<file path="src/rtl/ram16k_arb_pkg.sv">
// Shared types and sizes for the RAM16K two-port arbiter.
package ram16k_arb_pkg;

    localparam int unsigned AW       = 14;
    localparam int unsigned DW       = 16;
    localparam int unsigned CLR_LAST = 16383;

    typedef enum logic {
        RUN   = 1'b0,
        CLEAR = 1'b1
    } state_t;

endpackage

</file>
<file path="src/rtl/rr_arb2.sv">
// Two-way round-robin arbiter: combinational grant, registered priority pointer.
module rr_arb2 (
    input  logic CLK,
    input  logic RST_N,
    input  logic en,
    input  logic a_req,
    input  logic b_req,
    output logic a_gnt_c,
    output logic b_gnt_c
);

    // 1 when B holds priority on a tie (A was the most recent winner)
    logic prio_b;

    // Grant the sole requester, or the one favoured by the pointer on a tie
    always_comb begin
        a_gnt_c = en && a_req && (!b_req || !prio_b);
        b_gnt_c = en && b_req && (!a_req ||  prio_b);
    end

    // Pointer moves only when something was granted
    always_ff @(posedge CLK or negedge RST_N) begin
        if (!RST_N) begin
            prio_b <= 1'b0;
        end else if (a_gnt_c) begin
            prio_b <= 1'b1;
        end else if (b_gnt_c) begin
            prio_b <= 1'b0;
        end
    end

endmodule

</file>
<file path="src/rtl/ram16k_arbiter.sv">
// Arbitrates two requesters onto one RAM16K port and provides a full-RAM clear sweep.
module ram16k_arbiter #(
    parameter int unsigned AW = ram16k_arb_pkg::AW,
    parameter int unsigned DW = ram16k_arb_pkg::DW
) (
    input  logic                 CLK,
    input  logic                 RST_N,
    input  logic                 a_req,
    input  logic                 a_we,
    input  logic [AW-1:0]        a_addr,
    input  logic signed [DW-1:0] a_wdata,
    output logic                 a_gnt,
    output logic                 a_rvalid,
    output logic signed [DW-1:0] a_rdata,
    input  logic                 b_req,
    input  logic                 b_we,
    input  logic [AW-1:0]        b_addr,
    input  logic signed [DW-1:0] b_wdata,
    output logic                 b_gnt,
    output logic                 b_rvalid,
    output logic signed [DW-1:0] b_rdata,
    input  logic                 clr_start,
    output logic                 clr_busy,
    output logic signed [DW-1:0] ram_in,
    output logic [AW-1:0]        ram_address,
    output logic                 ram_load,
    input  logic signed [DW-1:0] ram_out
);

    import ram16k_arb_pkg::*;

    state_t        state;
    logic [AW-1:0] clr_cnt;
    logic          run_en;

    // Grants are only possible in RUN and never while reset is held
    assign run_en   = (state == RUN) && RST_N;
    assign clr_busy = (state == CLEAR);

    rr_arb2 u_rr_arb2 (
        .CLK     (CLK),
        .RST_N   (RST_N),
        .en      (run_en),
        .a_req   (a_req),
        .b_req   (b_req),
        .a_gnt_c (a_gnt),
        .b_gnt_c (b_gnt)
    );

    // RAM port mux: clear sweep, else the granted requester, else idle
    always_comb begin
        ram_load    = 1'b0;
        ram_address = '0;
        ram_in      = '0;
        if (state == CLEAR) begin
            ram_load    = 1'b1;
            ram_address = clr_cnt;
        end else if (a_gnt) begin
            ram_load    = a_we;
            ram_address = a_addr;
            ram_in      = a_wdata;
        end else if (b_gnt) begin
            ram_load    = b_we;
            ram_address = b_addr;
            ram_in      = b_wdata;
        end
    end

    // RUN/CLEAR state and sweep counter; clr_start is ignored during a sweep
    always_ff @(posedge CLK or negedge RST_N) begin
        if (!RST_N) begin
            state   <= RUN;
            clr_cnt <= '0;
        end else if (state == RUN) begin
            if (clr_start) begin
                state   <= CLEAR;
                clr_cnt <= '0;
            end
        end else begin
            if (clr_cnt == AW'(CLR_LAST)) begin
                state   <= RUN;
                clr_cnt <= '0;
            end else begin
                clr_cnt <= clr_cnt + AW'(1);
            end
        end
    end

    // Capture read data for the granted reader; rdata holds between reads
    always_ff @(posedge CLK or negedge RST_N) begin
        if (!RST_N) begin
            a_rvalid <= 1'b0;
            a_rdata  <= '0;
            b_rvalid <= 1'b0;
            b_rdata  <= '0;
        end else begin
            a_rvalid <= a_gnt && !a_we;
            b_rvalid <= b_gnt && !b_we;
            if (a_gnt && !a_we) begin
                a_rdata <= ram_out;
            end
            if (b_gnt && !b_we) begin
                b_rdata <= ram_out;
            end
        end
    end

endmodule

</file>
<file path="config.mk">
export PLATFORM = sky130hd
export DESIGN_NAME = ram16k_arbiter
export DESIGN_NICKNAME = d
export VERILOG_FILES = /design/src/rtl/ram16k_arb_pkg.sv /design/src/rtl/rr_arb2.sv /design/src/rtl/ram16k_arbiter.sv
export SDC_FILE = /design/constraint.sdc
export NUM_CORES = 1
export LEC_CHECK = 0
export CORE_ASPECT_RATIO = 1.4
export CORE_MARGIN = 10
export CORE_UTILIZATION = 41
export CTS_CLUSTER_DIAMETER = 40
export DETAILED_ROUTE_END_ITERATION = 10
export GPL_ROUTABILITY_DRIVEN = 0
export HOLD_SLACK_MARGIN = 0.05
export PLACE_DENSITY_LB_ADDON = 0.25
export SYNTH_ARGS = -nofsm -noshare
export SYNTH_HDL_FRONTEND = slang
export SYNTH_SLANG_ARGS = --single-unit
</file>
<file path="constraint.sdc">
create_clock -name CLK -period 3.8 [get_ports CLK]
set_input_delay 0.76 -clock CLK [delete_from_list [all_inputs] [get_ports CLK]]
set_output_delay 0.76 -clock CLK [all_outputs]
set_load 0.1 [all_outputs]
</file>
==> results of run 1 <==
==> Yosys cell counts <==
| cell type | count | area share, % |
|---|---|---|
| o21ai_0 | 4 | 0.79 |
| inv_1 | 16 | 2.4 |
| a21oi_1 | 4 | 0.79 |
| a21o_1 | 1 | 0.29 |
| nand3b_1 | 1 | 0.29 |
| mux2_1 | 6 | 2.7 |
| nand3b_4 | 1 | 0.79 |
| buf_4 | 2 | 0.59 |
| a41oi_1 | 3 | 1.0 |
| o41a_1 | 1 | 0.44 |
| o41ai_1 | 1 | 0.34 |
| a222oi_1 | 14 | 5.5 |
| nand4_2 | 1 | 0.49 |
| nand2_1 | 16 | 2.4 |
| nand4_1 | 1 | 0.25 |
| ha_1 | 1 | 0.49 |
| buf_6 | 2 | 0.88 |
| nand3_1 | 10 | 2.0 |
| o21a_1 | 1 | 0.29 |
| or2_0 | 1 | 0.25 |
| and4_1 | 3 | 1.0 |
| o22ai_1 | 1 | 0.25 |
| a221o_1 | 1 | 0.39 |
| or4_1 | 3 | 0.88 |
| clkbuf_1 | 9 | 1.3 |
| nor2b_1 | 2 | 0.49 |
| a22o_1 | 18 | 6.2 |
| nand2b_1 | 1 | 0.25 |
| buf_2 | 7 | 1.4 |
| nor2_1 | 4 | 0.59 |
| dfrtp_1 | 50 | 49 |
| and3_1 | 1 | 0.25 |
| a21oi_2 | 2 | 0.69 |
| a31oi_1 | 8 | 2.0 |
| mux2_2 | 26 | 11 |
| o211ai_1 | 3 | 0.88 |
==> flip-flops by register name (all words and copies together), names as in the netlist <==
signal	cells
clr_busy	1
a_rvalid	1
u_rr_arb2.prio_b	1
b_rdata	16
a_rdata	16
clr_cnt	14
b_rvalid	1
==> how the worst min path moves through the flow <==
stage                      startpoint          end  slack (ns)  cells past startpoint
after floorplan                 RST_N   a_rdata[0]        0.46                      0
after global placement     a_rdata[9]   a_rdata[9]        0.47                      1
after detailed placement  a_rdata[12]  a_rdata[12]        0.48                      1
after CTS                       RST_N     clr_busy        0.30                      1
after global routing            RST_N  clr_cnt[12]        0.29                      1
final                           RST_N     clr_busy        0.30                      1
==> metrics by stage <==
stage	worst slack [ns]	util, %	cells
after floorplan	0.233	-	226
after global placement	0.743	74.1	433
after detailed placement	0.680	74.1	433
after CTS	0.678	75.7	441
after global routing	0.554	75.7	441
final	0.682	75.7	441
==> power by group <==
part / internal [mW] / switching, mW
combinational: 0.446 / 0.761
sequential: 0.608 / 0.120
clock: 0.132 / 0.175
total: 1.19 / 1.06
==> cells by family (layout without fill, tap and decap cells) <==
logic type                 after synthesis  after routing  synth area share (%)
and+or+nand+nor                         45             45                  9.87
muxes                                   32             32                  14.1
DFF                                     50             50                  49.1
AOI/OAI and AO/OA                       62             62                  19.8
adders and majority gates                1              1                 0.491
buffers and inverters                   36            181                  6.53
==> cell type report <==
class | instances | share of cell area (%)
clock buffers | 5 | 1.53
clock inverters | 3 | 0.529
inverters | 16 | 1.34
multi-input cells | 140 | 25.1
flip-flops and latches | 50 | 27.8
well taps | 70 | 1.95
repair buffers | 157 | 41.7
==> layer usage <==
metal,vias to the layer above,GRT usage (%)
met5,-,0
met4,0,3.90
met3,6,9.12
met2,118,28.7
met1,1125,17.8
li1,1144,-
==> worst reg2reg max path: stages (launching register included) <==
cell and delay [ns]:
dfrtp_1 0.44, ha_1 0.28, nand4_2 0.18, o41ai_1 0.80
or4_1 0.22, nand3_1 0.07
==> impl_metrics.tcl, run 1 <==
set metrics [dict create \
    grt_max_degree 48 \
    initial_core_util_pct 42.8 \
    ir_drop_uv 604 \
    critPathCapture "ram_address[7]" \
    synth.cell_area_mm2 0.00255 \
    rsz0062_at_grt "no" \
    path_delay_family "buffers and inverters" \
    placedInstanceArea_mm2 0.00441 \
    timing.rr.end "clr_cnt[11]" \
    drt-met1-wl_mm 3.04 \
    ys_types 36 \
    cts.htree.levels 2 \
    yosys_warnings 0 \
    clock_skew_ns 0.00727 \
    ys_seq_elements 50 \
    final_hold_viol_count 0 \
    tightest_slew_ns 1.00 \
    nFillCells 446 \
    worstSetupStartpointType "input port" \
    r2r_start "clr_cnt[0]" \
    end_kind "output port" \
    dpl.hpwl_mm 6.93 \
    cp.depth 7 \
    grt_pass1_wl_mm 13.6 \
    cts_sinks 50 \
    root_buffer "clkbuf_8" \
    register_area_mm2 0.00125 \
    synth_nets 310 \
    area_growth_pct 76.6 \
    drt-wirelength-per-cell_um 19.0 \
    grt_pass1_vias 2603 \
    drv_cap 0 \
    route.detailed.vias_per_inst 5.43 \
    drive_gt1_share_pct 21.6 \
    worstPathRequired_ns 3.04 \
    startpoint "b_req" \
    final_common_cell "clkdlybuf4s50_1" \
    core_area_mm2 0.00595 \
    drc_errors 0 \
    critPathMaxFanout 31 \
    cp_cell_sequence "clkdlybuf4s50_1 -> nand3b_1 -> a21oi_2 -> buf_4 -> a222oi_1 -> inv_1 -> buf_12" \
    die_h_um 113 \
    slew_viol_final 0 \
    postLayoutCellArea_mm2 0.00450 \
    holdCritPathClass "input port to async pin" \
    postCtsHoldBufs 0 \
    total_power_mw 2.24 \
    fin_nets 454 \
    dr_total_vias 2393 \
    wl_met2_mm 4.21 \
    slowest_stage "clkdlybuf4s50_1" \
    path_clk_slew_ns 0.09 \
    leakage_nw 1.98 \
    grt_use_total_pct 16.9 \
    multi_input_area_mm2 0.00113 \
    top_layer_used "met4" \
    cts_tree "done" \
    avgSynthCellArea_um2 11.3 \
    pin_count 151 \
    syn_inst 226 \
    antenna_left 0 \
    min_period_ns 3.12 \
    cts_resized 0 \
    fin_hold_ws_ns 0.304 \
    seq_area_frac_synth_pct 49.1 \
    max_freq_ghz 0.321 \
    critPathBufInv 4 \
    port_buffers 150 \
    reg2reg_depth 5 \
    route.met3.wl_mm 1.03 \
    die_area_mm2 0.00981 \
    wirelength_mm 8.36 \
    r2r_setup_slack_ns 1.70 \
    post_cts_buffers 0 \
    finalSetupTns_ns 0 \
    setup_viol 0 \
    path_class "input port to output port" \
    max_stage_delay_ns 0.50 \
    die_w_um 86.6 \
    min_period_over_period_pct 82.1 \
    cts_made_buffers 5 \
    run_status "finished clean" \
    antenna_found_initial 0 \
    drtPass1Iterations 4 \
    drt_iter0_markers 164 \
    clk_latency_ns 0.30 \
    num_antenna_cells 0 \
    clock_path_buffers 2 \
    relSlewSlack_pct 32.9 \
    power_density_mw_per_mm2 499 \
    final_cell_mix "clkdlybuf4s50_1 (115), dfrtp_1 (50), buf_12 (33)" \
    placementRows 33 \
    critPathArrivalTime_ns 2.36 \
    gr-total-overflow 0 \
]
Note: power is estimated with default switching activity, not from simulation.
==> inputs of run 2 (changes only) <==
--- a/config.mk
+++ b/config.mk
@@ -7,7 +7,7 @@
 export LEC_CHECK = 0
 export CORE_ASPECT_RATIO = 1.4
 export CORE_MARGIN = 10
-export CORE_UTILIZATION = 41
+export CORE_UTILIZATION = 34
 export CTS_CLUSTER_DIAMETER = 40
 export DETAILED_ROUTE_END_ITERATION = 10
 export GPL_ROUTABILITY_DRIVEN = 0
==> constraint.sdc (replaced) <==
create_clock -name CLK -period 2.8 [get_ports CLK]
set_input_delay 0.56 -clock CLK [delete_from_list [all_inputs] [get_ports CLK]]
set_output_delay 0.56 -clock CLK [all_outputs]
set_load 0.1 [all_outputs]
==> impl_metrics.tcl, run 2 (same netlist as run 1, synthesis figures left out) <==
set metrics [dict create \
    run_status "finished clean" \
    ir_drop_uv 899 \
    power_frac_clock_pct 13.4 \
    nFillCells 616 \
    slew_viol_final 0 \
    fin_nets 455 \
    clock_path_buffers 2 \
    cts_tree "done" \
    critPathArrivalTime_ns 2.06 \
    reg2reg_depth 5 \
    tightest_slew_ns 0.718 \
    clock_skew_ns 0.00964 \
    die_h_um 122 \
    min_period_ns 2.62 \
    area_growth_pct 79.2 \
    rsz0062_at_grt "no" \
    seqPwrFrac_pct 32.4 \
    port_buffers 150 \
    worstSetupStartpointType "input port" \
    die_area_mm2 0.0114 \
    p_int_mw 1.61 \
    route.detailed.vias_per_inst 5.18 \
    drv_cap 0 \
    stdcell_count 469 \
    end_kind "output port" \
    final_common_cell "clkdlybuf4s50_1" \
    cp_cell_sequence "clkdlybuf4s50_1 -> nand3b_4 -> a21oi_2 -> buf_4 -> a222oi_1 -> inv_1 -> buf_12" \
    slowest_stage "clkdlybuf4s50_1" \
    power_density_mw_per_mm2 667 \
    cts_made_buffers 5 \
    leakage_nw 2.10 \
    largest_registers "a_rdata: 16 flops, b_rdata: 16 flops, clr_cnt: 14 flops" \
    post_cts_buffers 0 \
    drt-wirelength-per-cell_um 17.6 \
    grt_max_degree 51 \
    postLayoutCellArea_mm2 0.00457 \
    gr-total-overflow 0 \
    antenna_found_initial 0 \
    numPlacedInstances 461 \
    dr_total_vias 2429 \
    placedInstanceArea_mm2 0.00448 \
    finish.utilization_pct 62.4 \
    final_hold_viol_count 0 \
    clk_latency_ns 0.30 \
    initial_core_util_pct 34.8 \
    critPathMaxFanout 20 \
    total_power_mw 3.05 \
    path_clk_slew_ns 0.10 \
    core_area_mm2 0.00731 \
    p_sw_share_pct 47.3 \
    drc_errors 0 \
    root_buffer "clkbuf_8" \
    final_cell_mix "clkdlybuf4s50_1 (81), dfrtp_1 (50), buf_4 (41)" \
    fin_hold_ws_ns 0.470 \
    pre_cts_ws_ns 0.170 \
    dpl.hpwl_mm 6.85 \
    relSlewSlack_pct 52.0 \
    pin_count 151 \
    antenna_left 0 \
    p_sw_mw 1.44 \
    finalWorstSetupSlack_ns 0.177 \
    min_period_over_period_pct 93.7 \
    finalSetupTns_ns 0 \
    holdCritPathClass "input port to async pin" \
    num_antenna_cells 0 \
    grt_pass1_vias 2577 \
    cts_resized 0 \
    die_w_um 93.2 \
    pwr-share-comb_pct 54.2 \
    path_class "input port to output port" \
    drt_iter0_markers 109 \
    grt_use_total_pct 14.2 \
    drtPass1Iterations 5 \
    drive_gt1_share_pct 39.0 \
    max_freq_ghz 0.381 \
    postCtsHoldBufs 0 \
    worstPathRequired_ns 2.24 \
    grt_pass1_wl_mm 13.2 \
    wirelength_mm 8.27 \
    setup_viol 0 \
    placementRows 37 \
    cts_sinks 50 \
    max_stage_delay_ns 0.54 \
    cts.htree.levels 2 \
]
==> run 2: cell types whose count changed in the layout (fill, tap and decap cells not counted), sizes merged <==
cell           previous run  this run
clkdlybuf4s50           115        81
inv                      17        16
buf                      42        77
clkinvlp                  2         1
clkinv                    0         2
==> run 2: final cells by class <==
type | instances | area [µm²] | share of cell area [%]
Clock buffer | 5 | 68.8 | 1.51
Timing Repair Buffer | 158 | 1820 | 40.0
Clock inverter | 3 | 21.3 | 0.466
Tap cell | 97 | 121 | 2.66
Inverter | 16 | 60.1 | 1.32
Multi-Input combinational cell | 140 | 1220 | 26.7
Sequential cell | 50 | 1250 | 27.4
==> run 2: path summary, 6_finish.rpt <==
kind	slack [ns]	start	to
min in group CLK	0.50	a_rdata[9]	a_rdata[9]
max	0.18	a_req	ram_address[13]
min reg2reg	0.50	a_rdata[9]	a_rdata[9]
max reg2reg	0.72	clr_cnt[0]	clr_cnt[3]
min	0.47	RST_N	clr_cnt[0]
max in group asynchronous	1.90	RST_N	a_rdata[1]
==> run 2: routing by layer <==
metal	global-route usage, %	routed length [µm]	vias up
li1	-	-	1158
met1	15.9	3280	1131
met2	23.3	3950	131
met3	6.96	901	9
met4	4.16	144	0
met5	0	0	-
==> run 2: power groups by stage <==
| stage | logic (mW) | registers (mW) | clock network, mW |
|---|---|---|---|
| final | 1.65 | 0.986 | 0.410 |
| after global routing | 1.73 | 1.01 | 0.467 |
| after CTS | 1.66 | 0.983 | 0.429 |
| after detailed placement | 1.66 | 0.997 | 0 |
| after global placement | 1.64 | 0.997 | 0 |
| after floorplan | 0.942 | 1.09 | 0 |
==> run 2: critical path, delay by kind of cell <==
family | cells | cell delay [ns]
buf+inv | 4 | 1.11
compound gates | 2 | 0.28
simple gates | 1 | 0.10
==> inputs of run 3 (changes only) <==
--- a/config.mk
+++ b/config.mk
@@ -13,6 +13,7 @@
 export GPL_ROUTABILITY_DRIVEN = 0
 export HOLD_SLACK_MARGIN = 0.05
 export PLACE_DENSITY_LB_ADDON = 0.25
+export SLEW_MARGIN = 20
 export SYNTH_ARGS = -nofsm -noshare
 export SYNTH_HDL_FRONTEND = slang
 export SYNTH_SLANG_ARGS = --single-unit
==> results of run 3 <==
Same layout as run 2: the final DEF is identical, and so are final timing and power.
